<file path="config.mk">
export PLATFORM = sky130hd
export DESIGN_NAME = x3q16_mem_arbiter
export DESIGN_NICKNAME = d
export VERILOG_FILES = /design/src/rtl/x3q16_mem_arbiter.sv
export SDC_FILE = /design/constraint.sdc
export NUM_CORES = 1
export LEC_CHECK = 0
export ABC_AREA = 1
export BUFFER_PORTS_ARGS = -buffer_cell sky130_fd_sc_hd__clkbuf_2
export CAP_MARGIN = 20
export CORE_MARGIN = 5
export CORE_UTILIZATION = 48
export CTS_CLUSTER_SIZE = 28
export DETAILED_ROUTE_END_ITERATION = 8
export GPL_TIMING_DRIVEN = 0
export PLACE_DENSITY = 0.76
export SKIP_LAST_GASP = 1
export SYNTH_ARGS = -nofsm -noshare
export SYNTH_HDL_FRONTEND = slang
export SYNTH_SLANG_ARGS = --single-unit
</file>
<file path="constraint.sdc">
create_clock -name clk -period 4.46 [get_ports clk]
set_input_delay 0.669 -clock clk [delete_from_list [all_inputs] [get_ports clk]]
set_output_delay 0.669 -clock clk [all_outputs]
set_load 0.05 [all_outputs]
</file>
<file path="src/rtl/x3q16_mem_arbiter.sv">
// ============================================================================
// x3q16_mem_arbiter
// Shares the single x3q16 memory port between two requesters:
//   port 0 = CPU core, port 1 = DMA / UART-buffer master.
// Each requester issues a one-cycle request pulse. The pulse is captured into a
// per-port pending latch. One transaction at a time is forwarded to memory
// using the pulse-request / ready / write_complete handshake. The response is
// routed back to the owning port. A WAIT that runs too long is aborted, and
// the owning port receives a response pulse (read data all ones).
//
// Ports
//   clk, reset          clock (rising edge), asynchronous active-high reset
//   req_pulse[1:0]      per-port request strobe
//   req_type[1:0]       per-port 0 = read, 1 = write
//   req_addr/req_wdata  per-port address / write data, port 0 in the low slice
//   rsp_rdata           read data, valid while a rsp_ready bit is high
//   rsp_ready[1:0]      per-port read-done pulse
//   rsp_wdone[1:0]      per-port write-done pulse
//   drop_pulse[1:0]     per-port pulse: request discarded (port already busy)
//   timeout_pulse       pulse when a memory access is aborted
//   busy                high while a memory access is outstanding
//   mem_*               memory-side handshake
// ============================================================================
module x3q16_mem_arbiter #(
    parameter int AW      = 16,
    parameter int DW      = 16,
    parameter int FAIR    = 1,
    parameter int TIMEOUT = 255
) (
    input  logic            clk,
    input  logic            reset,
    input  logic [1:0]      req_pulse,
    input  logic [1:0]      req_type,
    input  logic [2*AW-1:0] req_addr,
    input  logic [2*DW-1:0] req_wdata,
    output logic [DW-1:0]   rsp_rdata,
    output logic [1:0]      rsp_ready,
    output logic [1:0]      rsp_wdone,
    output logic [1:0]      drop_pulse,
    output logic            timeout_pulse,
    output logic            busy,
    output logic            mem_request,
    output logic            mem_type,
    output logic [AW-1:0]   mem_address,
    output logic [DW-1:0]   mem_wdata,
    input  logic [DW-1:0]   mem_rdata,
    input  logic            mem_ready,
    input  logic            mem_write_complete
);

    localparam int CW = $clog2(TIMEOUT + 1);
    // Abort on the edge that ends the TIMEOUT-th WAIT cycle (counter starts at 0).
    localparam logic [CW-1:0] TMO_LAST = CW'(TIMEOUT - 1);
    localparam logic [CW-1:0] CNT_ONE  = CW'(1);

    localparam logic [0:0] ST_IDLE = 1'b0;
    localparam logic [0:0] ST_WAIT = 1'b1;

    logic [0:0]             state_r;
    logic [1:0]             pending_r;
    logic [1:0]             type_r;
    logic [1:0][AW-1:0]     addr_r;
    logic [1:0][DW-1:0]     wdata_r;
    logic                   grant_r;
    logic                   last_grant_r;
    logic [CW-1:0]          cnt_r;

    logic                   done_s;
    logic                   tmo_s;
    logic [1:0]             clr_s;
    logic [1:0]             accept_s;
    logic [1:0]             drop_s;
    logic                   pick_s;

    // Winner selection. With both ports pending, round-robin prefers the port
    // that was not served last; otherwise the lowest pending port wins.
    function automatic logic pick_port(input logic [1:0] pend, input logic last);
        logic p;
        if ((FAIR != 0) && (pend == 2'b11)) begin
            p = ~last;
        end else if (pend[0]) begin
            p = 1'b0;
        end else begin
            p = 1'b1;
        end
        return p;
    endfunction

    // Completion / abort detection, capture acceptance and arbitration.
    always_comb begin
        done_s = 1'b0;
        tmo_s  = 1'b0;
        if (state_r == ST_WAIT) begin
            // Only the strobe matching the transaction type counts.
            if (mem_type ? mem_write_complete : mem_ready) begin
                done_s = 1'b1;
            end else if (cnt_r == TMO_LAST) begin
                tmo_s = 1'b1;
            end else begin
                tmo_s = 1'b0;
            end
        end else begin
            done_s = 1'b0;
        end
        clr_s    = (done_s | tmo_s) ? (grant_r ? 2'b10 : 2'b01) : 2'b00;
        // A port finishing on this edge may accept a new pulse (set beats clear).
        accept_s = req_pulse & (~pending_r | clr_s);
        drop_s   = req_pulse & pending_r & ~clr_s;
        pick_s   = pick_port(pending_r, last_grant_r);
    end

    // Per-port request capture and drop reporting.
    always_ff @(posedge clk or posedge reset) begin
        if (reset) begin
            pending_r  <= 2'b00;
            type_r     <= 2'b00;
            addr_r     <= '0;
            wdata_r    <= '0;
            drop_pulse <= 2'b00;
        end else begin
            pending_r  <= (pending_r & ~clr_s) | accept_s;
            drop_pulse <= drop_s;
            for (int p = 0; p < 2; p++) begin
                if (accept_s[p]) begin
                    type_r[p]  <= req_type[p];
                    addr_r[p]  <= req_addr[p*AW +: AW];
                    wdata_r[p] <= req_wdata[p*DW +: DW];
                end
            end
        end
    end

    // Transaction FSM: issue the winner, wait for completion or abort.
    always_ff @(posedge clk or posedge reset) begin
        if (reset) begin
            state_r       <= ST_IDLE;
            grant_r       <= 1'b0;
            last_grant_r  <= 1'b1;
            cnt_r         <= '0;
            busy          <= 1'b0;
            mem_request   <= 1'b0;
            mem_type      <= 1'b0;
            mem_address   <= '0;
            mem_wdata     <= '0;
            rsp_rdata     <= '0;
            rsp_ready     <= 2'b00;
            rsp_wdone     <= 2'b00;
            timeout_pulse <= 1'b0;
        end else begin
            mem_request   <= 1'b0;
            rsp_ready     <= 2'b00;
            rsp_wdone     <= 2'b00;
            timeout_pulse <= 1'b0;
            case (state_r)
                ST_IDLE: begin
                    if (pending_r != 2'b00) begin
                        mem_request <= 1'b1;
                        mem_type    <= type_r[pick_s];
                        mem_address <= addr_r[pick_s];
                        mem_wdata   <= wdata_r[pick_s];
                        grant_r     <= pick_s;
                        cnt_r       <= '0;
                        busy        <= 1'b1;
                        state_r     <= ST_WAIT;
                    end
                end
                ST_WAIT: begin
                    if (done_s || tmo_s) begin
                        if (mem_type) begin
                            rsp_wdone[grant_r] <= 1'b1;
                        end else begin
                            rsp_ready[grant_r] <= 1'b1;
                            rsp_rdata          <= done_s ? mem_rdata : {DW{1'b1}};
                        end
                        timeout_pulse <= tmo_s;
                        last_grant_r  <= grant_r;
                        busy          <= 1'b0;
                        state_r       <= ST_IDLE;
                    end else begin
                        cnt_r <= cnt_r + CNT_ONE;
                    end
                end
                default: begin
                    busy    <= 1'b0;
                    state_r <= ST_IDLE;
                end
            endcase
        end
    end

endmodule

</file>
After elaboration in Yosys (flattened, before gate mapping)
Index checks and enable logic that the tools add are counted. W data, S select, Z words.

Register bits: 137. Input bits: 88. Output and inout bits: 58. Logic and storage cells: 87.

Add/sub/neg operators: 1. Order comparisons: 3. Eq/ne operators: 5. Muxes and demuxes: 37. Bitwise operators: 12. Reduce and logical (&&, ||, !) cells: 8.

Operators by type and width (number): $mux W16 (5); $mux W1 (18); $mux W2 (8); $mux W8 (2); $pmux W8 S2 (1); $add A8 B1 Y8 const B (1); $and A2 B2 Y2 (4); $eq A8 B8 Y1 const B (1); $reduce_and A2 Y1 (4); $lt A1 B2 Y1 const B (2); $ne A2 B2 Y1 const B (2); $not A2 Y2 (2); $or A2 B2 Y2 (2); $pmux W1 S2 (2); $not A1 Y1 (3); $reduce_and A3 Y1 (1); $eq A2 B2 Y1 const B (1); $ne A2 B1 Y1 const B (1); $reduce_bool A2 Y1 (1); $demux W1 S1 (1); $ge A1 B1 Y1 const B (1); $logic_and A1 B1 Y1 (1); $logic_or A1 B1 Y1 (1); $or A1 B1 Y1 (1).

Logic depth before layout (Yosys ltp)
Gate-level depths: netlist of the first run.

Word-level depth: 9. Gate-level depth with buffers: 12. Depth with buffers taken out: 11.

Worst setup path before layout of the first run
No wires, ideal clock.

Kind: register to register. Start point: reg mem_type. End point: reg addr_r[16] in the netlist's numbering. Library setup time: 117 ps. Arrival time: 1671 ps. Data required time: 4343 ps. Path slack: 2672 ps. Stages on the path, launching flop included: 13. Buffers on the path: 1. Period minus slack after synthesis: 1788 ps. Cell sequence: dfrtp_1 inv_2 nand2_1 nand2_1 inv_2 nand2_4 nand2_4 nand2_2 nand2_4 nand2_4 buf_6 nand2_1 nand2_1.

Longest elaborated chain between the ends: 7. Elaborated cells on any way between the ends: 9. Those cells by class: 6 x mux; 3 x bitwise.

RTL lines: start: declaration (line 43) `output logic mem_type,`; start signal: assignment (line 158) `mem_type <= type_r[pick_s];`; $mux W1 * (line 95) `if (mem_type ? mem_write_complete : mem_ready) begin`; $mux W1 (line 95); $mux W1 (line 93) `if (state_r == ST_WAIT) begin`; $or A1 B1 Y1 * (line 105) `clr_s = (done_s | tmo_s) ? (grant_r ? 2'b10 : 2'b01) : 2'b00;`; $mux W2 * (line 105); $or A2 B2 Y2 * (line 107) `accept_s = req_pulse & (~pending_r | clr_s);`; $and A2 B2 Y2 * (line 107); end signal: indexed assignment (line 126) `addr_r[p] <= req_addr[p*AW +: AW];`; end: declaration (line 62) `logic [1:0][AW-1:0] addr_r;`.

Mark *: on every way between the ends. The rest lies on a longest branch, timed or not. A chain may end at the register's enable or synchronous reset.

Final worst setup path of the first run
Start point: reg cnt_r[0]. End point: reg addr_r[23] in the netlist's numbering.

Longest elaborated chain between the ends: 8.

RTL lines: start: declaration (line 66) `logic [CW-1:0] cnt_r;`; start signal: assignment (line 180) `cnt_r <= cnt_r + CNT_ONE;`; $eq A8 B8 Y1 (line 97) `end else if (cnt_r == TMO_LAST) begin`; $mux W1 (line 97); $mux W1 (line 95); $mux W1 (line 93); $or A1 B1 Y1 (line 105); $mux W2 (line 105); $or A2 B2 Y2 (line 107); $and A2 B2 Y2 (line 107).

No other way between the ends.

==> results.md, run 1 <==
- Pwr Total: 6.71 mW
- Slowest cell on the critical path: dfrtp_1
- Ranking of synthesized cells by area: dfrtp_1 (60%), nand2_1 (13%), nand3_1 (6.8%)
- Power Density: 919 nW/µm²
- Post-synth EDFFs: 0
- H-tree depth: 4
- Main synth FF type: dfrtp_1
- Clk slew on worst S/H paths: 0.06 ns
- DR vias: 5,020
- Vias per cell: 5.21
- Netlist cell types: 25
- Number of global-route vias before repair: 5,204
- Fin crit share: 0.422
- Critical Path AT: 2.18 ns
- WL/cell: 15.3 µm
- Commonest cells in the netlist: nand2_1 (204), dfrtp_1 (136), nand3_1 (77)
- Initial antenna violation count: 0
- Initial core utilization: 0.495
- DP Area: 6630 µm²
- Peak supply drop: 0.000546 V
- Area leader, netlist: dfrtp_1
- Share of cells above drive strength 1: 0.251
- Hold_buf cts: 0
- Cell Area, Synth: 5700 µm²
- Crit path kind: flop to flop
- Post-route cell area: 7310 µm²
- Drt drc: 0
- Slew Viols, Final: 0
- Most instantiated library cell after synthesis: nand2_1
- FMAX: 0.531 GHz
- Critical Path RT: 4.76 ns
- Max incr delay on CP: 0.42 ns
- Synthesized Nets: 734
- Max Cap Viol: 0
- Final Non-Filler Cells: 963
- Core ar.: 11,500 µm²
- TritonCTS clock tree: yes
- Worst setup margin: 2.58 ns
- Syn Area/Cell: 8.86 µm²
- Setup Total Neg Slack: 0 ns
- DR pass1 iterations: 6
- Storage cell area: 3430 µm²
- DRT antenna net count: 0
- CTS max path bufs: 2
- Clock Skews: 0.00771 ns
- Io pins: 146
- Final hold vios: 0
- Die Span X: 119 µm
- GRT overflow: 0
- Crit path max fanout: 10
- GPL Wtd Cong: 0.860
- PortBufs: 143
- Critical Path Sink Type: flop
- # resized after CTS: 0
- Postcts setup bufs: 0
- Post-synth ARST share: 1.00
- # diodes: 0
- Static leakage: 3.82 nW
- Final HPWL DP: 10.6 mm
- Worst Hold Slack: 0.305 ns
- Latest clock arrival within the worst-skew pair: 0.42 ns
- Total global-route track usage: 0.219
- Area occupied by multi-input gates: 2020 µm²
- Placed cells: 931
- Seq/Total Area, Yosys: 0.601
- Clk sinks: 137
- Pin count of the biggest net entering global routing: 81
- Final WL: 14.8 mm
- Worst Hold Class: primary input to async pin
- Status: complete, no violations
- Post-layout util: 0.635
- Total CTS buffers: 17
- Slew headroom: 0.614
- # fillers: 973
- Startpoint types: flop
- First-pass GRT wire length: 24.8 mm
- # rows: 39
- Yosys warns: 0
- Final setup viols: 0
- Drt first-iter violations: 280
- Clk root buf: clkbuf_16
- Area growth syn-to-layout: 28.1%
- FF+latch count, synth: 137
- Post-synthesis cell count: 644
- Pre-CTS WS: 2.47 ns
- Post-synth top area share: 0.597
- Minimum clock period after layout: 1.88 ns
- Slew @ Worst Pin: 0.580 ns
- Final net count: 897
- Setup repair after global routing missed its margin: no
- DIE AREA: 14,200 µm²
- CP Cell Sequence: inv_1 > ha_1 > nand2_1 > nor2_1 > nand3_1 > nand2_4 > nand2_2 > nand2_4 > nand2_4 > buf_6 > nand2_1 > nand2_1
- Vert. Die Dim: 119 µm
==> registers in the layout (all words and copies together) (netlist names), 8 cells and up <==
name,cells
mem_address,16
rsp_rdata,16
wdata_r,32
addr_r,32
mem_wdata,16
cnt_r,8
==> where the power goes <==
| group | total (mW) | internal (mW) | switching, mW |
|---|---|---|---|
| Sequential | 2.18 | 1.84 | 0.338 |
| Combinational | 2.94 | 0.754 | 2.18 |
| Clock | 1.60 | 1.08 | 0.524 |
| Total | 6.71 | 3.67 | 3.05 |
==> worst max-delay path: cells and delay by family (launching register included) <==
kind	cells	cell delay, ns
flops	1	0.42
simple gates	9	0.97
fa+ha+maj	1	0.14
buf+inv	2	0.24
==> cell usage in the layout, fill, tap and decap left out, types with 3 or more instances in the layout <==
master	Yosys	layout
a21oi_1	65	65
buf_2	4	4
buf_4	7	7
buf_6	3	3
bufinv_16	0	6
clkbuf_1	23	24
clkbuf_16	0	17
clkbuf_2	0	143
clkinv_2	0	3
dfrtp_1	136	136
inv_1	11	10
inv_2	4	4
nand2_1	204	204
nand2_2	3	3
nand2_4	7	7
nand3_1	77	77
nor2_1	63	63
o21ai_0	19	19
o21ai_1	4	4
xnor2_1	3	3
==> final cells by class <==
class / count / share of cell area
timing repair buffer: 144 / 0.102
sequential: 137 / 0.469
tap: 143 / 0.0245
inverter: 16 / 0.00890
buffer: 38 / 0.0269
multi-input combinational: 453 / 0.276
clock buffer: 20 / 0.0625
clock inverter: 12 / 0.0300
==> logic make-up (layout without fill, tap and decap cells) <==
group,count (synthesis),after routing,synth area share
xor gates and xnor gates,4,4,0.00614
DFF,137,137,0.601
AOI/OAI and AO/OA,90,90,0.0798
and+or+nand+nor,357,357,0.263
buffers and inverters,54,230,0.0450
adders and majority gates,2,2,0.00439
==> path summary, 6_finish.rpt <==
check                           from      endpoint  slack (ns)  depth (start not counted)
setup reg to reg            cnt_r[0]    addr_r[23]        2.58                         12
max in group asynchronous      reset     addr_r[5]        3.38                          3
min in group clk           addr_r[5]     addr_r[5]        0.47                          2
hold / removal                 reset  mem_wdata[4]        0.31                          2
hold reg to reg            addr_r[5]     addr_r[5]        0.47                          2
setup / recovery            cnt_r[0]    addr_r[23]        2.58                         12
==> metal layers <==
layer / vias to the layer above / track usage / wire length (µm) / part of all wire
li1: 2408 / - / - / -
met5: - / 0 / 0 / 0
met4: 0 / 0.0782 / 240 / 0.016
met3: 24 / 0.0654 / 1100 / 0.074
met1: 2391 / 0.283 / 6370 / 0.43
met2: 197 / 0.351 / 7060 / 0.48
Note: power is estimated with default switching activity, not from simulation.
==> run 2: changes to the inputs <==
--- a/config.mk
+++ b/config.mk
@@ -9,11 +9,11 @@
 export BUFFER_PORTS_ARGS = -buffer_cell sky130_fd_sc_hd__clkbuf_2
 export CAP_MARGIN = 20
 export CORE_MARGIN = 5
-export CORE_UTILIZATION = 48
+export CORE_UTILIZATION = 53
 export CTS_CLUSTER_SIZE = 28
 export DETAILED_ROUTE_END_ITERATION = 8
 export GPL_TIMING_DRIVEN = 0
-export PLACE_DENSITY = 0.76
+export PLACE_DENSITY = 0.8
 export SKIP_LAST_GASP = 1
 export SYNTH_ARGS = -nofsm -noshare
 export SYNTH_HDL_FRONTEND = slang
==> constraint.sdc (replaced) <==
create_clock -name clk -period 1.9 [get_ports clk]
set_input_delay 0.285 -clock clk [delete_from_list [all_inputs] [get_ports clk]]
set_output_delay 0.285 -clock clk [all_outputs]
set_load 0.05 [all_outputs]
==> run 2 against run 1 <==
Against the previous run: register-to-register slack lost 2.4 ns; wire length grew 9.5%; global-route usage grew 3.8 points; core utilization grew 11 points; largest cell class unchanged; largest power group unchanged.
==> results.md, run 2 (same netlist as run 1, synthesis figures left out) <==
- Startpoint types: flop
- Minimum clock period after layout: 1.76 ns
- FMAX: 0.568 GHz
- DR vias: 5,363
- Critical Path Sink Type: flop
- Max incr delay on CP: 0.40 ns
- GPL Wtd Cong: 0.908
- Drt drc: 0
- Clk root buf: clkbuf_8
- Slowest cell on the critical path: dfrtp_1
- Final setup viols: 0
- Area growth syn-to-layout: 36.8%
- # diodes: 0
- CP Cell Sequence: inv_1 > ha_1 > nand2_1 > nor2_2 > nand3_2 > nand2_4 > nand2_2 > nand2_4 > nand2_4 > buf_6 > nand2_1 > nand2_1
- Setup repair after global routing missed its margin: no
- Clock Skews: 0.00616 ns
- Fin crit share: 0.927
- Vert. Die Dim: 114 µm
- Final HPWL DP: 10.8 mm
- Initial antenna violation count: 0
- Power Density: 2030 nW/µm²
- # rows: 37
- Origin of the critical flop-to-flop path: cnt_r[0]
- Worst r2r dst: wdata_r[24]
- WL/cell: 16.1 µm
- H-tree depth: 4
- Final hold vios: 0
- Critical Path AT: 2.16 ns
- Post-layout util: 0.749
- Final Non-Filler Cells: 1,005
- Slew @ Worst Pin: 0.552 ns
- PortBufs: 143
- Clk sinks: 137
- Core ar.: 10,400 µm²
- TritonCTS clock tree: yes
- Crit path max fanout: 10
- Vias per cell: 5.34
- Final WL: 16.2 mm
- Slew headroom: 0.632
- Hold Path Depth: 3
- Number of global-route vias before repair: 5,474
- Regs by FF count: addr_r x32, wdata_r x32
- Initial core utilization: 0.548
- GRT overflow: 0
- Worst Reg-to-Reg Cells: 12
- Status: complete, no violations
- DR pass1 iterations: 5
- Critical Path RT: 2.30 ns
- Latest clock arrival within the worst-skew pair: 0.51 ns
- Static leakage: 4.04 nW
- Crit path kind: flop to flop
- Total CTS buffers: 17
- Io pins: 146
- Reg2reg setup slack: 0.14 ns
- Clk slew on worst S/H paths: 0.06 ns
- Peak supply drop: 0.00107 V
- First-pass GRT wire length: 26.3 mm
- Final net count: 946
- Commonest cells after routing, fill and taps aside: nand2_1 (204), clkbuf_2 (149), dfrtp_1 (135)
- Most common cell after layout, fill and taps aside: nand2_1
- Placed cells: 926
- DIE AREA: 12,900 µm²
- Total global-route track usage: 0.257
- Die Span X: 114 µm
- Hold endpoint: wdata_r[17]
- DRT antenna net count: 0
- Slew Viols, Final: 0
- Pin count of the biggest net entering global routing: 45
- Share of cells above drive strength 1: 0.253
- CTS max path bufs: 2
- Max Cap Viol: 0
- Worst Hold Class: primary input to flop
- Setup Total Neg Slack: 0 ns
- Hold wc startpoint: req_wdata[17]
- Drt first-iter violations: 416
[run 2: how the worst max path moves through the flow]
stage / cells past startpoint / to / slack, ns / from
floorplan: 1 / addr_r[0] / -0.09 / reset
global placement: 2 / wdata_r[11] / -0.85 / reset
detailed placement: 12 / addr_r[13] / 0.05 / cnt_r[0]
CTS: 12 / wdata_r[8] / 0.02 / cnt_r[0]
global route: 10 / rsp_rdata[5] / 0.0008 / mem_type
finish: 12 / wdata_r[24] / 0.14 / cnt_r[0]
[run 2: critical path: cells and delay by family, from the launching register on]
kind / cells / cell delay [ns]
buffers and inverters: 2 / 0.22
adder cells (fa/ha/maj): 1 / 0.14
AND/OR/NAND/NOR: 9 / 0.89
flip-flops: 1 / 0.40
[run 2: timing repair]
item / in CTS / in global routing
endpoints found under the hold margin: 57 / 1
setup endpoints to repair: 0 / 95
buffers inserted: 0 / 3
resized for setup: 0 / 26
hold buffers: 43 / 1
[run 2: per-stage QoR]
step                instance area [µm²]  setup WS (ns)  power (mW)  hold WS, ns
finish                             7800          0.139        15.9       0.0127
global route                       7800       0.000792        16.8      0.00426
CTS                                7730         0.0206        15.8     0.000720
detailed placement                 6650         0.0483        12.0        0.300
global placement                   6590         -0.849        11.8        0.455
floorplan                          5710        -0.0913        10.1        0.430
[run 2: layout make-up]
cell class	instances	area [µm²]
Buffer	38	223
Sequential cell	137	3430
Multi-Input combinational cell	453	2030
Fill cell	733	2610
Timing Repair Buffer	193	1240
Inverter	16	63.8
Clock buffer	20	445
Tap cell	136	170
Clock inverter	12	196
[run 2: where the power goes]
part / switching [mW] / internal, mW / total [mW]
registers: 0.831 / 4.32 / 5.15
clock network: 1.23 / 2.33 / 3.56
logic: 5.24 / 1.93 / 7.17
[run 2: per-layer routing]
metal,track usage,routed length [µm],vias to the layer above
li1,-,-,2504
met5,0,0,-
met2,0.431,8050,252
met4,0.103,370,0
met1,0.318,6380,2564
met3,0.0668,1370,43
